$ cat src/rtl/persp_pkg.sv
// Shared types, constants and clamping helper for the perspective/viewport stage.
package persp_pkg;

    typedef enum logic [2:0] {
        ST_IDLE,
        ST_DIV,
        ST_MUL,
        ST_VIEW,
        ST_OUT
    } state_e;

    function automatic int one_f(input int fracbits);
        return 1 << fracbits;
    endfunction

    function automatic int half_f(input int dim);
        return dim / 2;
    endfunction

    // Clamp a wide signed value into the signed range of a dw-bit word.
    function automatic logic signed [63:0] sat_s(input logic signed [63:0] v, input int dw);
        logic signed [63:0] hi;
        logic signed [63:0] lo;
        hi = (64'sd1 <<< (dw - 1)) - 64'sd1;
        lo = -(64'sd1 <<< (dw - 1));
        if (v > hi) begin
            return hi;
        end else if (v < lo) begin
            return lo;
        end
        return v;
    endfunction

endpackage

$ cat src/rtl/recip_div.sv
// Iterative restoring divider producing floor(2^(2*FRACBITS) / divisor), one quotient
// bit per cycle, with the result clamped to the positive signed DATAWIDTH range.
module recip_div
    import persp_pkg::*;
#(
    parameter int DATAWIDTH = 18,
    parameter int FRACBITS  = 12
) (
    input  logic                 clk,
    input  logic                 rstn,
    input  logic                 start_i,
    input  logic [DATAWIDTH-1:0] divisor_i,
    output logic                 busy_o,
    output logic                 done_o,
    output logic [DATAWIDTH-1:0] recip_o
);

    localparam int QW = 2 * FRACBITS + 1;
    localparam int CW = $clog2(QW + 1);
    localparam logic [QW-1:0] QMAX = QW'((1 << (DATAWIDTH - 1)) - 1);

    logic [QW-1:0]        num_q, num_d;
    logic [QW-1:0]        quo_q, quo_d;
    logic [DATAWIDTH-1:0] rem_q, rem_d;
    logic [DATAWIDTH-1:0] dvs_q, dvs_d;
    logic [CW-1:0]        cnt_q, cnt_d;
    logic [DATAWIDTH:0]   trial;

    always_comb begin
        num_d = num_q;
        quo_d = quo_q;
        rem_d = rem_q;
        dvs_d = dvs_q;
        cnt_d = cnt_q;
        trial = {rem_q, num_q[QW-1]};
        if (start_i) begin
            num_d = QW'(1) << (QW - 1);
            quo_d = '0;
            rem_d = '0;
            dvs_d = divisor_i;
            cnt_d = CW'(QW);
        end else if (cnt_q != '0) begin
            num_d = num_q << 1;
            if (trial >= {1'b0, dvs_q}) begin
                rem_d = DATAWIDTH'(trial - {1'b0, dvs_q});
                quo_d = {quo_q[QW-2:0], 1'b1};
            end else begin
                rem_d = trial[DATAWIDTH-1:0];
                quo_d = {quo_q[QW-2:0], 1'b0};
            end
            cnt_d = cnt_q - CW'(1);
        end
    end

    always_ff @(posedge clk or negedge rstn) begin
        if (!rstn) begin
            num_q <= '0;
            quo_q <= '0;
            rem_q <= '0;
            dvs_q <= '0;
            cnt_q <= '0;
        end else begin
            num_q <= num_d;
            quo_q <= quo_d;
            rem_q <= rem_d;
            dvs_q <= dvs_d;
            cnt_q <= cnt_d;
        end
    end

    // done marks the cycle whose closing edge commits the final quotient bit.
    assign busy_o  = (cnt_q != '0);
    assign done_o  = (cnt_q == CW'(1));
    assign recip_o = (quo_q > QMAX) ? QMAX[DATAWIDTH-1:0] : quo_q[DATAWIDTH-1:0];

endmodule

$ cat src/rtl/persp_viewport.sv
// Clip-space vertex to screen-space pixel coordinates and NDC depth.
//   state   | meaning
//   IDLE    | ready for a vertex; w <= 0 goes straight to OUT as clipped
//   DIV     | reciprocal of w being computed
//   MUL     | ndc = clip * recip
//   VIEW    | viewport mapping into pixel coordinates
//   OUT     | result presented until downstream accepts
module persp_viewport
    import persp_pkg::*;
#(
    parameter int DATAWIDTH = 18,
    parameter int FRACBITS  = 12,
    parameter int SCREEN_W  = 320,
    parameter int SCREEN_H  = 240
) (
    input  logic                        clk,
    input  logic                        rstn,
    input  logic signed [DATAWIDTH-1:0] clip [4],
    input  logic                        i_dv,
    output logic                        o_ready,
    output logic                        o_drop,
    output logic signed [DATAWIDTH-1:0] o_sx,
    output logic signed [DATAWIDTH-1:0] o_sy,
    output logic signed [DATAWIDTH-1:0] o_depth,
    output logic                        o_clipped,
    output logic                        o_dv,
    input  logic                        i_ready
);

    localparam logic signed [63:0] ONE_W  = 64'(one_f(FRACBITS));
    localparam logic signed [63:0] HALF_W = 64'(half_f(SCREEN_W));
    localparam logic signed [63:0] HALF_H = 64'(half_f(SCREEN_H));

    state_e state_q, state_d;

    logic signed [DATAWIDTH-1:0] x_q, x_d, y_q, y_d, z_q, z_d;
    logic signed [DATAWIDTH-1:0] ndc_x_q, ndc_x_d, ndc_y_q, ndc_y_d, ndc_z_q, ndc_z_d;
    logic signed [DATAWIDTH-1:0] sx_q, sx_d, sy_q, sy_d, depth_q, depth_d;
    logic                        clipped_q, clipped_d;
    logic                        drop_q, drop_d;

    logic                          div_start, div_busy, div_done;
    logic [DATAWIDTH-1:0]          recip;
    logic signed [DATAWIDTH-1:0]   recip_s;
    logic signed [2*DATAWIDTH-1:0] prod_x, prod_y, prod_z;
    logic signed [63:0]            view_x, view_y;

    recip_div #(
        .DATAWIDTH(DATAWIDTH),
        .FRACBITS (FRACBITS)
    ) u_recip_div (
        .clk      (clk),
        .rstn     (rstn),
        .start_i  (div_start),
        .divisor_i(clip[3]),
        .busy_o   (div_busy),
        .done_o   (div_done),
        .recip_o  (recip)
    );

    assign recip_s = $signed(recip);
    assign prod_x  = x_q * recip_s;
    assign prod_y  = y_q * recip_s;
    assign prod_z  = z_q * recip_s;
    assign view_x  = ((64'(ndc_x_q) + ONE_W) * HALF_W) >>> FRACBITS;
    assign view_y  = ((ONE_W - 64'(ndc_y_q)) * HALF_H) >>> FRACBITS;

    always_comb begin
        state_d   = state_q;
        x_d       = x_q;
        y_d       = y_q;
        z_d       = z_q;
        ndc_x_d   = ndc_x_q;
        ndc_y_d   = ndc_y_q;
        ndc_z_d   = ndc_z_q;
        sx_d      = sx_q;
        sy_d      = sy_q;
        depth_d   = depth_q;
        clipped_d = clipped_q;
        div_start = 1'b0;
        drop_d    = i_dv && (state_q != ST_IDLE);
        case (state_q)
            ST_IDLE: begin
                if (i_dv) begin
                    x_d = clip[0];
                    y_d = clip[1];
                    z_d = clip[2];
                    if (clip[3][DATAWIDTH-1] || (clip[3] == '0)) begin
                        sx_d      = '0;
                        sy_d      = '0;
                        depth_d   = '0;
                        clipped_d = 1'b1;
                        state_d   = ST_OUT;
                    end else begin
                        div_start = 1'b1;
                        state_d   = ST_DIV;
                    end
                end
            end
            ST_DIV: begin
                if (div_done) begin
                    state_d = ST_MUL;
                end else if (!div_busy) begin
                    state_d = ST_IDLE;
                end
            end
            ST_MUL: begin
                ndc_x_d = DATAWIDTH'(sat_s(64'(prod_x >>> FRACBITS), DATAWIDTH));
                ndc_y_d = DATAWIDTH'(sat_s(64'(prod_y >>> FRACBITS), DATAWIDTH));
                ndc_z_d = DATAWIDTH'(sat_s(64'(prod_z >>> FRACBITS), DATAWIDTH));
                state_d = ST_VIEW;
            end
            ST_VIEW: begin
                sx_d      = DATAWIDTH'(sat_s(view_x, DATAWIDTH));
                sy_d      = DATAWIDTH'(sat_s(view_y, DATAWIDTH));
                depth_d   = ndc_z_q;
                clipped_d = 1'b0;
                state_d   = ST_OUT;
            end
            ST_OUT: begin
                if (i_ready) begin
                    state_d = ST_IDLE;
                end
            end
            default: state_d = ST_IDLE;
        endcase
    end

    always_ff @(posedge clk or negedge rstn) begin
        if (!rstn) begin
            state_q   <= ST_IDLE;
            x_q       <= '0;
            y_q       <= '0;
            z_q       <= '0;
            ndc_x_q   <= '0;
            ndc_y_q   <= '0;
            ndc_z_q   <= '0;
            sx_q      <= '0;
            sy_q      <= '0;
            depth_q   <= '0;
            clipped_q <= 1'b0;
            drop_q    <= 1'b0;
        end else begin
            state_q   <= state_d;
            x_q       <= x_d;
            y_q       <= y_d;
            z_q       <= z_d;
            ndc_x_q   <= ndc_x_d;
            ndc_y_q   <= ndc_y_d;
            ndc_z_q   <= ndc_z_d;
            sx_q      <= sx_d;
            sy_q      <= sy_d;
            depth_q   <= depth_d;
            clipped_q <= clipped_d;
            drop_q    <= drop_d;
        end
    end

    assign o_ready   = (state_q == ST_IDLE);
    assign o_dv      = (state_q == ST_OUT);
    assign o_drop    = drop_q;
    assign o_sx      = sx_q;
    assign o_sy      = sy_q;
    assign o_depth   = depth_q;
    assign o_clipped = clipped_q;

endmodule
$ cat config.mk
export PLATFORM = sky130hd
export DESIGN_NAME = persp_viewport
export DESIGN_NICKNAME = d
export VERILOG_FILES = /design/src/rtl/persp_pkg.sv /design/src/rtl/recip_div.sv /design/src/rtl/persp_viewport.sv
export SDC_FILE = /design/constraint.sdc
export NUM_CORES = 2
export LEC_CHECK = 0
export ABC_CLOCK_PERIOD_IN_PS = 22000
export CAP_MARGIN = 15
export CELL_PAD_IN_SITES_DETAIL_PLACEMENT = 0
export CELL_PAD_IN_SITES_GLOBAL_PLACEMENT = 1
export CORE_ASPECT_RATIO = 0.5
export CORE_UTILIZATION = 55
export CTS_CLUSTER_DIAMETER = 120
export DETAILED_ROUTE_END_ITERATION = 16
export PLACE_DENSITY_LB_ADDON = 0.1
export SYNTH_ARGS = -nofsm -noshare
export SYNTH_HDL_FRONTEND = slang
export SYNTH_SLANG_ARGS = --single-unit
$ cat constraint.sdc
create_clock -name clk -period 22 [get_ports clk]
set_clock_uncertainty 0.1 [all_clocks]
set_input_delay 4.4 -clock clk [delete_from_list [all_inputs] [get_ports clk]]
set_output_delay 4.4 -clock clk [all_outputs]
set_load 0.03 [all_outputs]
**After elaboration in Yosys (flattened, before gate mapping)**

Cells that the tools add are included.
Widths: inputs -> output; s select.

- Equal/unequal tests: 9
- Add/sub/neg operators: 4
- Magnitude comparators: 12
- Multiplexer cells: 58
- Reductions and logical operators: 11
- $mul: 5

Operator list:

| kind | number |
|---|---|
| $mux 18 | 21 |
| $mul 18x18->36 | 3 |
| $pmux 18 s2 | 3 |
| $mux 25 | 4 |
| $gt 24x18->1 const B | 3 |
| $lt 24x18->1 const B | 3 |
| $gt 25x17->1 const B | 1 |
| $mul 19x5->24 const B | 1 |
| $mul 19x4->23 const B | 1 |
| $mux 1 | 21 |
| $add 18x14->19 const B | 1 |
| $ge 19x18->1 | 1 |
| $sub 14x18->19 const A | 1 |
| $gt 15x18->1 const B | 1 |
| $gt 16x18->1 const B | 1 |
| $logic_not 18->1 | 1 |
| $lt 15x18->1 const B | 1 |
| $lt 16x18->1 const B | 1 |
| $sub 18x18->18 | 1 |
| $mux 3 | 5 |
| $pmux 3 s5 | 1 |
| $mux 5 | 2 |
| $eq 3x2->1 const B | 2 |
| $reduce_and 3->1 | 2 |
| other kinds (15) | 17 |

- Logic and storage cells: 116
- Register bits after elaboration: 258

**Depth between registers and ports, before layout**

- Word-level depth: 8
- Mapped depth: 34
- Mapped depth without buffers: 29

**Cells and area by module**

Synthesis repeated with hierarchy kept, for this count alone.

- Cells, all modules: 5464
- Area, all modules: 49767.7 um2

Modules (own cells, without submodules):

| module | times used | seq. area each (um2) | area each (um2) | cells an instance |
|---|---|---|---|---|
| persp_viewport | 1 | 4053.9 | 45969.1 | 5032 |
| recip_div | 1 | 1676.6 | 3798.6 | 432 |

**Worst setup path before layout**

Ideal clock, no wire load.

- Path type: reg2reg
- Start point: register u_recip_div.quo_q[17]
- End point: register ndc_y_q[16]
- Setup slack: 13.717 ns
- Buffers on the path: 5
- Required time: 21.747 ns
- Stages on the path, launching flop included: 31
- Arrival time: 8.030 ns
- Cell sequence: dfrtp_1 -> or4_1 -> buf_2 -> clkbuf_1 -> or3_1 -> clkbuf_1 -> clkbuf_1 -> and2_1 -> fa_1 -> inv_1 -> fa_1 -> inv_1 -> ha_1 -> inv_1 -> fa_1 -> inv_1 -> fa_1 -> inv_1 -> fa_1 -> inv_1 -> ha_1 -> and2_1 -> and3_1 -> a22oi_1 -> and3_1 -> o31ai_1 -> xor2_1 -> or4_1 -> nor4_2 -> buf_2 -> o32ai_1

- Word-level cells in the longest chain between the ends: 8
- Elaborated cells between the ends (all ways): 10
- Classes of those cells: mul: 1; order compare: 3; mux: 6

RTL lines:

| item | line | text |
|---|---|---|
| from (decl) | recip_div.sv:23 | `logic [QW-1:0] quo_q, quo_d;` |
| from (signal assigned) | recip_div.sv:64 | `quo_q <= quo_d;` |
| $gt 25x17->1 | recip_div.sv:74 | `assign recip_o = (quo_q > QMAX) ? QMAX[DATAWIDTH-1:0] : quo_q[DATAWIDTH-1:0];` |
| $mux 18 * | recip_div.sv:74 |  |
| $mul 18x18->36 * | persp_viewport.sv:63 | `assign prod_y = y_q * recip_s;` |
| $lt 24x18->1 | persp_pkg.sv:28 | `end else if (v < lo) begin` |
| $mux 1 | persp_pkg.sv:28 |  |
| $mux 1 | persp_pkg.sv:26 | `if (v > hi) begin` |
| $mux 1 | persp_viewport.sv:82 | `case (state_q)` |
| $mux 18 * | persp_pkg.sv:31 | `return v;` |
| to (signal assigned) | persp_viewport.sv:149 | `ndc_y_q <= ndc_y_d;` |
| to (decl) | persp_viewport.sv:37 | `logic signed [DATAWIDTH-1:0] ndc_x_q, ndc_x_d, ndc_y_q, ndc_y_d, ndc_z_q, ndc_z_d;` |

Mark *: on every way between the ends. The rest lies on a longest branch, timed or not. The select of a mux whose other input is x is not followed.
A chain may end at the register's enable or synchronous reset.

**Worst setup path in the final report**

- Start point: register u_recip_div.quo_q[17]
- End point: register ndc_x_q[4]

- Word-level cells in the longest chain between the ends: 8
- Elaborated cells between the ends (all ways): 10
- Classes of those cells: mul: 1; order compare: 3; mux: 6

RTL lines:

| item | line | text |
|---|---|---|
| $gt 25x17->1 | recip_div.sv:74 |  |
| $mux 18 * | recip_div.sv:74 |  |
| $mul 18x18->36 * | persp_viewport.sv:62 | `assign prod_x = x_q * recip_s;` |
| $lt 24x18->1 | persp_pkg.sv:28 |  |
| $mux 1 | persp_pkg.sv:28 |  |
| $mux 1 | persp_pkg.sv:26 |  |
| $mux 1 | persp_viewport.sv:82 |  |
| $mux 18 * | persp_pkg.sv:31 |  |
| to (signal assigned) | persp_viewport.sv:148 | `ndc_x_q <= ndc_x_d;` |
| to (decl) | persp_viewport.sv:37 |  |

Marks and branches as above.

==> flow_summary_export.csv <==
group,metric,value,unit
outcome,status,"completed",
cts,h-tree-depth,1,
placed_design,place_congestion,0.896,
sta,max_slew.worst_pin.slew,1130,ps
logic_synthesis,ys_warn_count,0,
floorplan,start_util,0.560,
global_route,antenna_found_initial,4,
logic_synthesis,synth_area_leaders,"fa_1 (42%), dfrtp_1 (12%), inv_1 (9.9%)",
critical_path,cp_slowest_stage_delay,890,ps
critical_path,crit_slowest_cell,"o211ai_1",
critical_path,cp-end-kind,"register",
cts,cts_num_sinks,229,
sta,relSlewSlack,0.245,
critical_path,crit_arrival,10190,ps
cts,insertion_delay,620,ps
logic_synthesis,yosysMostFrequentCell,"inv_1",
floorplan,io_pins,134,
critical_path,r2r_slack,12100,ps
logic_synthesis,netlist_area,48500,um2
sta,setup_viol,0,
flow_run,maxCapViolCount,0,
global_route,grt_overflow,0,
critical_path,required,22290,ps
cts,root_buffer,"clkbuf_16",
worst_hold_path,hold_path_class,"register to register",
placed_design,dp_cells,6413,
placed_design,placed_cell_area,51000,um2
logic_synthesis,synthCells,5250,
routing,route.detailed.drc,0,
global_route,grt_pass1_wl,196,mm
routing,first_pass_iters,7,
sta,slew_viol_final,0,
finish,fin_cells,6465,
global_route,first_global_vias,37400,
logic_synthesis,ys_seq_elements,229,
cts,cts_tree,"built",
critical_path,reg2regPathDepth,25,
sta,rsz0062_at_grt,"no",
global_route,grt_max_degree,100,
sta,max_freq,101,MHz
routing,ant_nets,0,
critical_path,path_common_cell,"fa_1",
logic_synthesis,synthArstFlopShare,1.00,
cts,postCtsResizedCells,0,
critical_path,critPathLaunchType,"register",
sta,post-route-period-util,0.450,
floorplan,rows,76,
finish,finalNetCount,6727,
cts,ctsHoldBuffers,0,
finish,area_growth,6.90,%
critical_path,worstSetupPathType,"register to register",
logic_synthesis,ys_seq_area_frac,0.118,
placed_design,port_buffers,133,
critical_path,timing.rr.end,"ndc_x_q[4]$_DFFE_PN0N_",
cts,cts_setup_buffers,0,
critical_path,endpoint,"ndc_x_q[4]$_DFFE_PN0N_",
logic_synthesis,synth_edf_count,0,
cts,clockBufferDepth,3,
critical_path,timing.rr.start,"u_recip_div.quo_q[17]$_DFFE_PN0P_",
sta,setup_tns,0,ps
placed_design,hpwl,93.6,mm
routing,routed-via-count,34300,
routing,wire_per_inst,18.1,um
logic_synthesis,yosys-top-cells-count,"inv_1 (1278), fa_1 (1016), nand2_1 (657)",
routing,wirelength,117,mm
routing,drtIter0Drc,1906,
logic_synthesis,yosysTopAreaCell,"fa_1",
critical_path,critPathMaxFanout,35,
floorplan,core,86700,um2
finish,drive_above_1_share,0.0365,
floorplan,die_area,89500,um2
logic_synthesis,synth.distinct_cells,77,
floorplan,die_h,212,um
cts,clk_pin_slew,70,ps
sta,hold_violations,0,
logic_synthesis,yosysTopAreaCellShare,0.419,
global_route,track_usage,0.278,
logic_synthesis,synthFlopType,"dfrtp_1",
critical_path,cp-startpoint,"u_recip_div.quo_q[17]$_DFFE_PN0P_",
logic_synthesis,syn_area_per_cell,9.25,um2
floorplan,die_w,422,um
finish,design_area,51900,um2
cts,cts_made_buffers,25,
routing,via_per_inst,5.30,
sta,period_needed,9900,ps
[cells by family after synthesis]
kind of cell               after synthesis  synth area share
other                                    2          0.000155
xor gates and xnor gates               154            0.0278
buffers and inverters                 1510             0.118
muxes                                   63            0.0144
DFF                                    229             0.118
adders and majority gates             1378             0.512
and+or+nand+nor                       1460             0.148
AOI/OAI and AO/OA                      454            0.0614
[worst max-delay path, delay by kind of cell, from the launching register on]
family	cells	cell delay, ps
AO/OA/AOI/OAI	8	3000
adder cells (fa/ha/maj)	7	3330
buffers and inverters	5	610
flip-flops	1	400
AND/OR/NAND/NOR	5	2190
[through the flow]
step                 util  hold slack, ps  setup slack [ps]
CTS                 0.598             390             12240
global placement    0.588             362             12500
detailed placement  0.588             374             12270
floorplan               -             349             13720
finish              0.598             381             12100
global route        0.598             415             11490
[cells in the final DEF, fill, tap and decap left out, types with 8 or more instances in the layout]
| cell | synthesis | layout |
|---|---|---|
| inv_1 | 1278 | 1278 |
| fa_1 | 1016 | 1016 |
| nand2_1 | 657 | 656 |
| and2_1 | 486 | 484 |
| ha_1 | 362 | 362 |
| dfrtp_1 | 229 | 229 |
| clkdlybuf4s50_1 | 0 | 132 |
| nor2_1 | 118 | 118 |
| o21ai_0 | 118 | 118 |
| a21oi_1 | 112 | 111 |
| xnor2_1 | 106 | 106 |
| mux2_2 | 55 | 55 |
| conb_1 | 2 | 54 |
| xor2_1 | 48 | 48 |
| a21o_1 | 41 | 41 |
| buf_4 | 6 | 41 |
| nand3_1 | 28 | 27 |
| clkbuf_16 | 0 | 25 |
| nor3_1 | 24 | 24 |
| nor2b_1 | 24 | 23 |
| or3_1 | 32 | 22 |
| a211oi_1 | 19 | 19 |
| o32ai_1 | 18 | 18 |
| o311ai_0 | 17 | 17 |
| nand2b_1 | 16 | 16 |
| and3_1 | 15 | 15 |
| nand4_1 | 14 | 14 |
| o22ai_1 | 14 | 14 |
| or2_2 | 11 | 11 |
| o211ai_1 | 11 | 11 |
| a31oi_1 | 12 | 11 |
| a21oi_2 | 10 | 11 |
| or3_2 | 0 | 10 |
| nor4_1 | 10 | 10 |
| a21boi_0 | 10 | 10 |
| o21bai_1 | 10 | 10 |
| o31ai_1 | 8 | 8 |
| mux2i_1 | 8 | 8 |
[layout make-up]
type | instances | area (um2)
repair buffers | 176 | 1680
diodes | 5 | 12.5
flip-flops and latches | 229 | 5730
clock inverters | 13 | 163
fillers | 7701 | 34800
multi-input cells | 3563 | 37300
well taps | 1170 | 1460
clock buffers | 31 | 698
inverters | 1278 | 4800
[worst min path at each step]
stage,from,to,cells past startpoint
2_1_floorplan,ndc_z_q[17]$_DFFE_PN0N_,ndc_z_q[17]$_DFFE_PN0N_,1
3_3_place_gp,u_recip_div.cnt_q[4]$_DFFE_PN0P_,u_recip_div.cnt_q[4]$_DFFE_PN0P_,1
3_5_place_dp,o_sx[14]$_DFFE_PN0P_,o_sx[14]$_DFFE_PN0P_,2
4_1_cts,o_sx[14]$_DFFE_PN0P_,o_sx[14]$_DFFE_PN0P_,2
5_1_grt,ndc_z_q[0]$_DFFE_PN0N_,o_depth[0]$_DFFE_PN0P_,2
6_report,o_sx[14]$_DFFE_PN0P_,o_sx[14]$_DFFE_PN0P_,2
[flip-flops by register name, summed over array words and instances (netlist names)]
| name | count |
|---|---|
| ndc_x_q | 18 |
| ndc_y_q | 18 |
| ndc_z_q | 18 |
| o_clipped | 1 |
| o_depth | 18 |
| o_drop | 1 |
| o_sx | 16 |
| o_sy | 15 |
| state_q | 3 |
| u_recip_div.cnt_q | 5 |
| u_recip_div.dvs_q | 18 |
| u_recip_div.num_q | 1 |
| u_recip_div.quo_q | 25 |
| u_recip_div.rem_q | 18 |
| x_q | 18 |
| y_q | 18 |
| z_q | 18 |
[metal layers]
layer  global-route usage  share of wire  wire length (um)
met4               0.0693          0.024              2840
met3               0.0485          0.065              7670
met1                0.375           0.43             50900
met2                0.469           0.48             55800
met5                    0        0.00011                13
Power is not shown: default switching activity piles up to over one toggle a cycle in this logic, so the estimate is an artifact.
